### config.mk
export PLATFORM = sky130hd
export DESIGN_NAME = branch_unit
export DESIGN_NICKNAME = d
export VERILOG_FILES = /design/src/rtl/branch_unit.sv
export SDC_FILE = /design/constraint.sdc
export NUM_CORES = 1
export LEC_CHECK = 0
export BUFFER_PORTS_ARGS = -buffer_cell sky130_fd_sc_hd__buf_2
export CAP_MARGIN = 40
export CORE_AREA = 2 2 72 74
export CTS_CLUSTER_SIZE = 12
export DETAILED_ROUTE_END_ITERATION = 16
export DIE_AREA = 0 0 74 76
export MAX_ROUTING_LAYER = met4
export PLACE_DENSITY = 0.75
export SYNTH_ARGS = -nofsm -noshare
export SYNTH_HDL_FRONTEND = slang
export SYNTH_SLANG_ARGS = --single-unit
### constraint.sdc
create_clock -name clock -period 1.7 [get_ports clock]
set_input_delay 0.34 -clock clock [delete_from_list [all_inputs] [get_ports clock]]
set_output_delay 0.34 -clock clock [all_outputs]
set_load 0.05 [all_outputs]
### src/rtl/branch_unit.sv
// Branch resolution unit: latches a branch request, waits for any pending flag
// write, evaluates the condition against flag_Z/flag_N and issues a one-cycle PC redirect.
module branch_unit #(
    parameter int ADDR_WIDTH = 11,
    parameter int CNT_WIDTH  = 8
) (
    input  logic                  clock,
    input  logic                  branch_reset,
    input  logic                  branch_req,
    input  logic [2:0]            branch_cond,
    input  logic [ADDR_WIDTH-1:0] branch_target,
    input  logic [ADDR_WIDTH-1:0] pc_current,
    input  logic                  flag_Z,
    input  logic                  flag_N,
    input  logic                  flags_wr,
    output logic                  branch_busy,
    output logic                  branch_done,
    output logic                  branch_taken,
    output logic                  pc_load,
    output logic [ADDR_WIDTH-1:0] pc_next,
    output logic                  branch_illegal,
    output logic [CNT_WIDTH-1:0]  taken_count
);

    typedef enum logic [1:0] {
        IDLE       = 2'd0,
        WAIT_FLAGS = 2'd1,
        EVAL       = 2'd2,
        DONE       = 2'd3
    } state_t;

    localparam logic [2:0] COND_BEQ = 3'b000;
    localparam logic [2:0] COND_BNE = 3'b001;
    localparam logic [2:0] COND_BGT = 3'b010;
    localparam logic [2:0] COND_BGE = 3'b011;
    localparam logic [2:0] COND_BLT = 3'b100;
    localparam logic [2:0] COND_BLE = 3'b101;
    localparam logic [2:0] COND_JMP = 3'b110;
    localparam logic [2:0] COND_RSV = 3'b111;

    state_t                state_reg, state_next;
    logic [2:0]            cond_reg;
    logic [ADDR_WIDTH-1:0] target_reg;
    logic [ADDR_WIDTH-1:0] pc_reg;
    logic                  taken_reg;
    logic                  done_reg;
    logic                  pc_load_reg;
    logic                  illegal_reg;
    logic [ADDR_WIDTH-1:0] pc_next_reg;
    logic [CNT_WIDTH-1:0]  taken_count_reg;
    logic                  cond_true;

    always_ff @(posedge clock or negedge branch_reset) begin
        if (!branch_reset) begin
            state_reg <= IDLE;
        end else begin
            state_reg <= state_next;
        end
    end

    always_comb begin
        state_next = state_reg;
        case (state_reg)
            IDLE: begin
                if (branch_req) begin
                    state_next = flags_wr ? WAIT_FLAGS : EVAL;
                end
            end
            WAIT_FLAGS: begin
                if (!flags_wr) begin
                    state_next = EVAL;
                end
            end
            EVAL:    state_next = DONE;
            DONE:    state_next = IDLE;
            default: state_next = IDLE;
        endcase
    end

    // Flags are read live: by the EVAL edge any earlier write has landed.
    always_comb begin
        cond_true = 1'b0;
        case (cond_reg)
            COND_BEQ: cond_true = flag_Z;
            COND_BNE: cond_true = !flag_Z;
            COND_BGT: cond_true = !flag_Z && !flag_N;
            COND_BGE: cond_true = !flag_N;
            COND_BLT: cond_true = flag_N;
            COND_BLE: cond_true = flag_Z || flag_N;
            COND_JMP: cond_true = 1'b1;
            COND_RSV: cond_true = 1'b0;
            default:  cond_true = 1'b0;
        endcase
    end

    always_ff @(posedge clock or negedge branch_reset) begin
        if (!branch_reset) begin
            cond_reg        <= '0;
            target_reg      <= '0;
            pc_reg          <= '0;
            taken_reg       <= 1'b0;
            done_reg        <= 1'b0;
            pc_load_reg     <= 1'b0;
            illegal_reg     <= 1'b0;
            pc_next_reg     <= '0;
            taken_count_reg <= '0;
        end else begin
            done_reg    <= 1'b0;
            pc_load_reg <= 1'b0;
            illegal_reg <= 1'b0;
            if (state_reg == IDLE && branch_req) begin
                cond_reg   <= branch_cond;
                target_reg <= branch_target;
                pc_reg     <= pc_current;
            end
            if (state_reg == EVAL) begin
                taken_reg   <= cond_true;
                pc_next_reg <= cond_true ? target_reg : pc_reg + ADDR_WIDTH'(1);
                done_reg    <= 1'b1;
                pc_load_reg <= cond_true;
                illegal_reg <= (cond_reg == COND_RSV);
                if (cond_true && taken_count_reg != {CNT_WIDTH{1'b1}}) begin
                    taken_count_reg <= taken_count_reg + CNT_WIDTH'(1);
                end
            end
        end
    end

    assign branch_busy    = (state_reg != IDLE);
    assign branch_done    = done_reg;
    assign branch_taken   = taken_reg;
    assign pc_load        = pc_load_reg;
    assign pc_next        = pc_next_reg;
    assign branch_illegal = illegal_reg;
    assign taken_count    = taken_count_reg;

endmodule

==> results of run 1 <==
[kinds of logic after synthesis]
group / Yosys count / synth area share (%)
compound gates: 29 / 9.34
xor+xnor: 14 / 5.38
flops: 50 / 54.9
buf+inv: 15 / 2.91
simple gates: 42 / 9.94
mux: 29 / 14.2
fa+ha+maj: 6 / 3.29
[repair_timing]
| item | CTS | global route |
|---|---|---|
| gates resized for setup | 9 | 19 |
| endpoints found under the setup margin | 12 | 18 |
| setup buffers | 3 | 2 |
| pin swaps | 2 | 3 |
[final timing paths]
path,from,to,cells after the start
max reg2reg,cond_reg[0]$_DFFE_PN0P_,taken_count[4]$_DFFE_PN0P_,6
max,cond_reg[0]$_DFFE_PN0P_,taken_count[4]$_DFFE_PN0P_,6
min in group clock,pc_current[5],pc_reg[5]$_DFFE_PN0P_,2
max in group asynchronous,branch_reset,cond_reg[0]$_DFFE_PN0P_,2
min,branch_reset,pc_reg[7]$_DFFE_PN0P_,2
min reg2reg,branch_taken$_DFFE_PN0P_,branch_taken$_DFFE_PN0P_,1
[metal layers]
layer  GRT usage (%)  vias up
met4            6.73        0
li1                -      805
met3            4.76        8
met2            28.9       38
met5               -        -
met1            21.5      808
[area by class of cell]
type	instances	share of cell area (%)
multi-input combinational	120	35.4
clock inverter	2	0.422
clock buffer	6	2.79
tap	70	2.96
inverter	9	1.14
sequential	50	42.5
timing repair buffer	73	14.8
[metrics by stage]
stage / utilization (%) / setup TNS, ns / std cells / hold slack (ns) / power (mW)
5_1_grt: 60.3 / -0.542 / 330 / 0.0183 / 6.51
3_5_place_dp: 55.8 / -0.718 / 318 / 0.344 / 5.11
6_report: 60.3 / -0.0653 / 330 / 0.00139 / 6.13
2_1_floorplan: - / -0.0368 / 185 / 0.0444 / 4.29
3_3_place_gp: 55.8 / -0.566 / 318 / 0.335 / 5.02
4_1_cts: 58.8 / -0.0993 / 328 / 0.00869 / 5.95
[power by group]
part,total (mW),switching [mW],internal [mW]
Combinational,3.19,1.80,1.39
Clock,0.716,0.389,0.327
Sequential,2.22,0.458,1.76
Total,6.13,2.65,3.48
[cells in the final DEF (no fill, tap or decap), types with 3 or more instances in the layout]
cell       n
buf_4     17
nor2_1    10
nand3_1    3
ha_1       4
mux2_2    25
and3_1     4
a21oi_1    4
a22oi_2    3
o21ai_1    3
a221o_1    7
xnor2_1    8
buf_2     53
clkbuf_8   6
dfrtp_1   45
inv_1      7
nand4_1    4
xor2_1     6
nand2_1    9
dfrtp_2    5
[Yosys cell counts, types with 2 or more instances]
cell,instances,area (um^2)
o21a_1,2,15.0
inv_1,9,33.8
clkbuf_1,3,11.3
nand3_1,5,25.0
nand4_1,4,25.0
nor4_1,2,12.5
nor2_1,10,37.5
mux2_1,2,22.5
and3_1,4,25.0
xor2_1,6,52.6
and2_1,3,18.8
mux2i_1,2,20.0
xnor2_1,8,70.1
dfrtp_1,50,1250
a21oi_1,5,25.0
o21ai_0,5,25.0
buf_2,2,10.0
nand2_1,9,33.8
a221o_1,7,70.1
a22oi_1,4,30.0
ha_1,6,75.1
mux2_2,25,282
[worst max-delay path, cell delays in order, from the launching register on]
cell and delay (ns):
dfrtp_2 0.41, a21oi_2 0.07, a31o_1 0.27, nor4_4 0.30, buf_4 0.19, nand3_2 0.08, mux2_4 0.30
==> results.toml, run 1 <==
[cts]
cts_hold_buf = 0
clkTransAtPathRegs_ns = 0.09
clock_latency_ns = 0.31
tritoncts = "built"
root_buffer = "clkbuf_8"
cts_max_level = 2
numCtsBuffers = 5
clockBufferDepth = 2
clock_sinks = 50

[route]
viasPerCell = 5.03
final_antenna_net_count = 0
top_layer = "met4"
routed_wl_um = 4720
met3RoutedLength_um = 200
drcViolationCount = 0
via_count = 1659
drt_iter0_markers = 74
firstDrtPassIters = 4
wl_met2_um = 2320
wl_met1_um = 2090
routedWlPerCell_um = 14.3

[final_layout]
diodes = 0
ff_latch_area_um2 = 1260
multi_input_area_um2 = 1050
fin_nets = 296
fillCellCount = 397
design_area_um2 = 2960
drive_gt1_share_pct = 50.4
area_growth_pct = 30.0

[outcome]
status = "finished, violations left"
violations = "negative setup slack"

[sta]
finalHoldViolations = 0
rsz0062_at_grt = "true"
post-route-min-period_ns = 1.73
setup_ws_ns = -0.0285
finalClockSkew_ns = 0.00919
setup_violations = 4
min_period_over_period_pct = 102
slew_viol_final = 0
max_slew_margin_pct = 74.6
max_freq_ghz = 0.579
worst_slew_pin_slew_ns = 0.381

[logic_synthesis]
ys_async_sr_fraction_pct = 100
seq_area_frac_synth_pct = 54.9
ys_types = 34
syn_nets = 222
yosysWarningCount = 0
synthFlopType = "dfrtp_1"
syn_avg_cell_area_um2 = 12.3
synth_seq_cells = 50
syn_inst = 185
synth_edf_count = 0
syn_area_um2 = 2280

[placement]
portBuffers = 54
placed_area_um2 = 2740
detailed_place_hpwl_um = 3330
gp_congestion = 0.839
place_worst_setup_slack_ns = -0.136

[setup_path]
endpoint_kind = "flop"
critPathMaxFanout = 5
path_class = "flop to flop"
r2r_slack_ns = -0.03
crit_required_ns = 1.90
arrival_ns = 1.92
startpoint_type = "flop"

[power]
irDropWorstVdd_mv = 0.662
power_density_nw_per_um2 = 2070
p_leak_nw = 1.39

[die]
dieArea_um2 = 5620
die_w_um = 74
num_rows = 26
io_pins = 55
core_um2 = 4910
chipHeight_um = 76
initial_core_util_pct = 46.4

[global_route]
grt_pass1_vias = 1725
track_usage_pct = 18.0
grt_max_degree = 31
grt_antenna_before_repair = 0
grt_pass1_wl_um = 7600
grt_overflow = 0

[run]
drv_cap = 0

[min_path]
min_path_type = "input port to asynchronous set/reset pin"
(Power assumes the default switching activity.)
==> run 2: changes to the inputs <==
==> constraint.sdc (replaced) <==
create_clock -name clock -period 1.56 [get_ports clock]
set_input_delay 0.312 -clock clock [delete_from_list [all_inputs] [get_ports clock]]
set_output_delay 0.312 -clock clock [all_outputs]
set_load 0.05 [all_outputs]
==> results.toml, run 2 (synthesized netlist as in run 1, its figures left out) <==
[min_path]
min_path_type = "input port to flop"

[global_route]
track_usage_pct = 18.3
grt_max_degree = 38
grt_pass1_vias = 1718
grt_overflow = 0
grt_pass1_wl_um = 7780
grt_antenna_before_repair = 0

[sta]
finalClockSkew_ns = 0.00403
setup_ws_ns = -0.227
post-route-min-period_ns = 1.79
finalSetupTns_ns = -2.81
min_period_over_period_pct = 115
setup_violations = 20
max_freq_ghz = 0.560
rsz0062_at_grt = "true"
finalHoldViolations = 0
max_slew_margin_pct = 68.7
worst_slew_pin_slew_ns = 0.465
slew_viol_final = 0

[placement]
dp_cells = 321
gp_congestion = 0.797
portBuffers = 54
place_worst_setup_slack_ns = -0.291
placed_area_um2 = 2780
detailed_place_hpwl_um = 3320

[outcome]
violations = "negative setup slack"
status = "finished, violations left"

[cts]
numCtsBuffers = 5
cts_max_level = 2
root_buffer = "clkbuf_8"
clock_latency_ns = 0.30
tritoncts = "built"
clkTransAtPathRegs_ns = 0.09
clock_sinks = 50
clockBufferDepth = 2

[die]
dieArea_um2 = 5620
num_rows = 26
core_um2 = 4910
chipHeight_um = 76
die_w_um = 74
initial_core_util_pct = 46.4
io_pins = 55

[setup_path]
arrival_ns = 2.01
startpoint_type = "flop"
path_buf_inv = 3
path_class = "flop to flop"
worst_path_max_delay_cell = "dfrtp_2"
endpoint_kind = "flop"
crit_required_ns = 1.78
critPathMaxFanout = 5
cp_slowest_stage_delay_ns = 0.44
crit_top_cell = "buf_6"
path_cells = "buf_6 -> a31o_4 -> nor4_4 -> buf_4 -> buf_6 -> nand4_1 -> xnor2_1"
path_delay_family = "flip-flops"

[route]
via_count = 1706
drcViolationCount = 0
viasPerCell = 5.06
routed_wl_um = 4940
firstDrtPassIters = 4
final_antenna_net_count = 0
drt_iter0_markers = 64
routedWlPerCell_um = 14.7

[final_layout]
mostFrequentLayoutCell = "buf_2"
area_growth_pct = 36.5
design_area_um2 = 3110
drive_gt1_share_pct = 51.7
final_cells = 337
final_cell_mix = "buf_2, dfrtp_1, mux2_2"
fin_nets = 303
diodes = 0

[power]
p_leak_nw = 1.46
power_density_nw_per_um2 = 2280
irDropWorstVdd_mv = 0.823

[run]
drv_cap = 0
-- run 2: where the power goes --
part	internal [mW]	total [mW]	leakage, nW	switching, mW
logic	1.74	3.79	0.797	2.05
clock network	0.477	0.906	0.0504	0.429
registers	1.91	2.40	0.608	0.481
-- run 2: repair_timing --
| action | 4_1_cts | 5_1_grt |
|---|---|---|
| setup buffers | 3 | 2 |
| hold buffers | 1 | 0 |
| pin swaps | 2 | 4 |
| endpoints found under the hold margin | 13 | 0 |
| gates cloned | 0 | 2 |
| endpoints found under the setup margin | 21 | 47 |
| gates resized for setup | 10 | 24 |
-- run 2: layer usage --
metal	track usage, %	part of all wire (%)	up-vias	routed length, um
li1	-	-	822	-
met1	23.4	45	820	2220
met2	27.4	48	48	2350
met5	-	0	-	0
met4	7.64	3.0	0	150
met3	4.76	4.5	16	221
-- run 2: layout make-up --
| type | count | area (um^2) |
|---|---|---|
| clock inverter | 3 | 45.0 |
| clock buffer | 5 | 68.8 |
| timing repair buffer | 80 | 561 |
| tap | 70 | 87.6 |
| multi-input combinational | 120 | 1060 |
| inverter | 9 | 36.3 |
| fill | 391 | 1800 |
| sequential | 50 | 1260 |
-- run 2: worst paths after layout --
kind	from	end	slack, ns	cells past startpoint
setup reg to reg	cond_reg[2]$_DFFE_PN0P_	taken_count[6]$_DFFE_PN0P_	-0.23	7
min in group asynchronous	branch_reset	pc_next[9]$_DFFE_PN0P_	0.44	2
hold / removal	branch_target[3]	target_reg[3]$_DFFE_PN0P_	0.24	2
max in group asynchronous	branch_reset	cond_reg[2]$_DFFE_PN0P_	0.60	3
hold reg to reg	branch_taken$_DFFE_PN0P_	branch_taken$_DFFE_PN0P_	0.48	1
setup / recovery	cond_reg[2]$_DFFE_PN0P_	taken_count[6]$_DFFE_PN0P_	-0.23	7
-- run 2: stage by stage --
step	hold slack, ns	power [mW]	utilization, %
after global routing	0.223	7.56	63.3
after global placement	0.234	5.54	56.6
after detailed placement	0.241	5.64	56.6
final	0.235	7.09	63.3
after floorplan	0.0164	4.68	-
after CTS	0.226	6.70	60.1
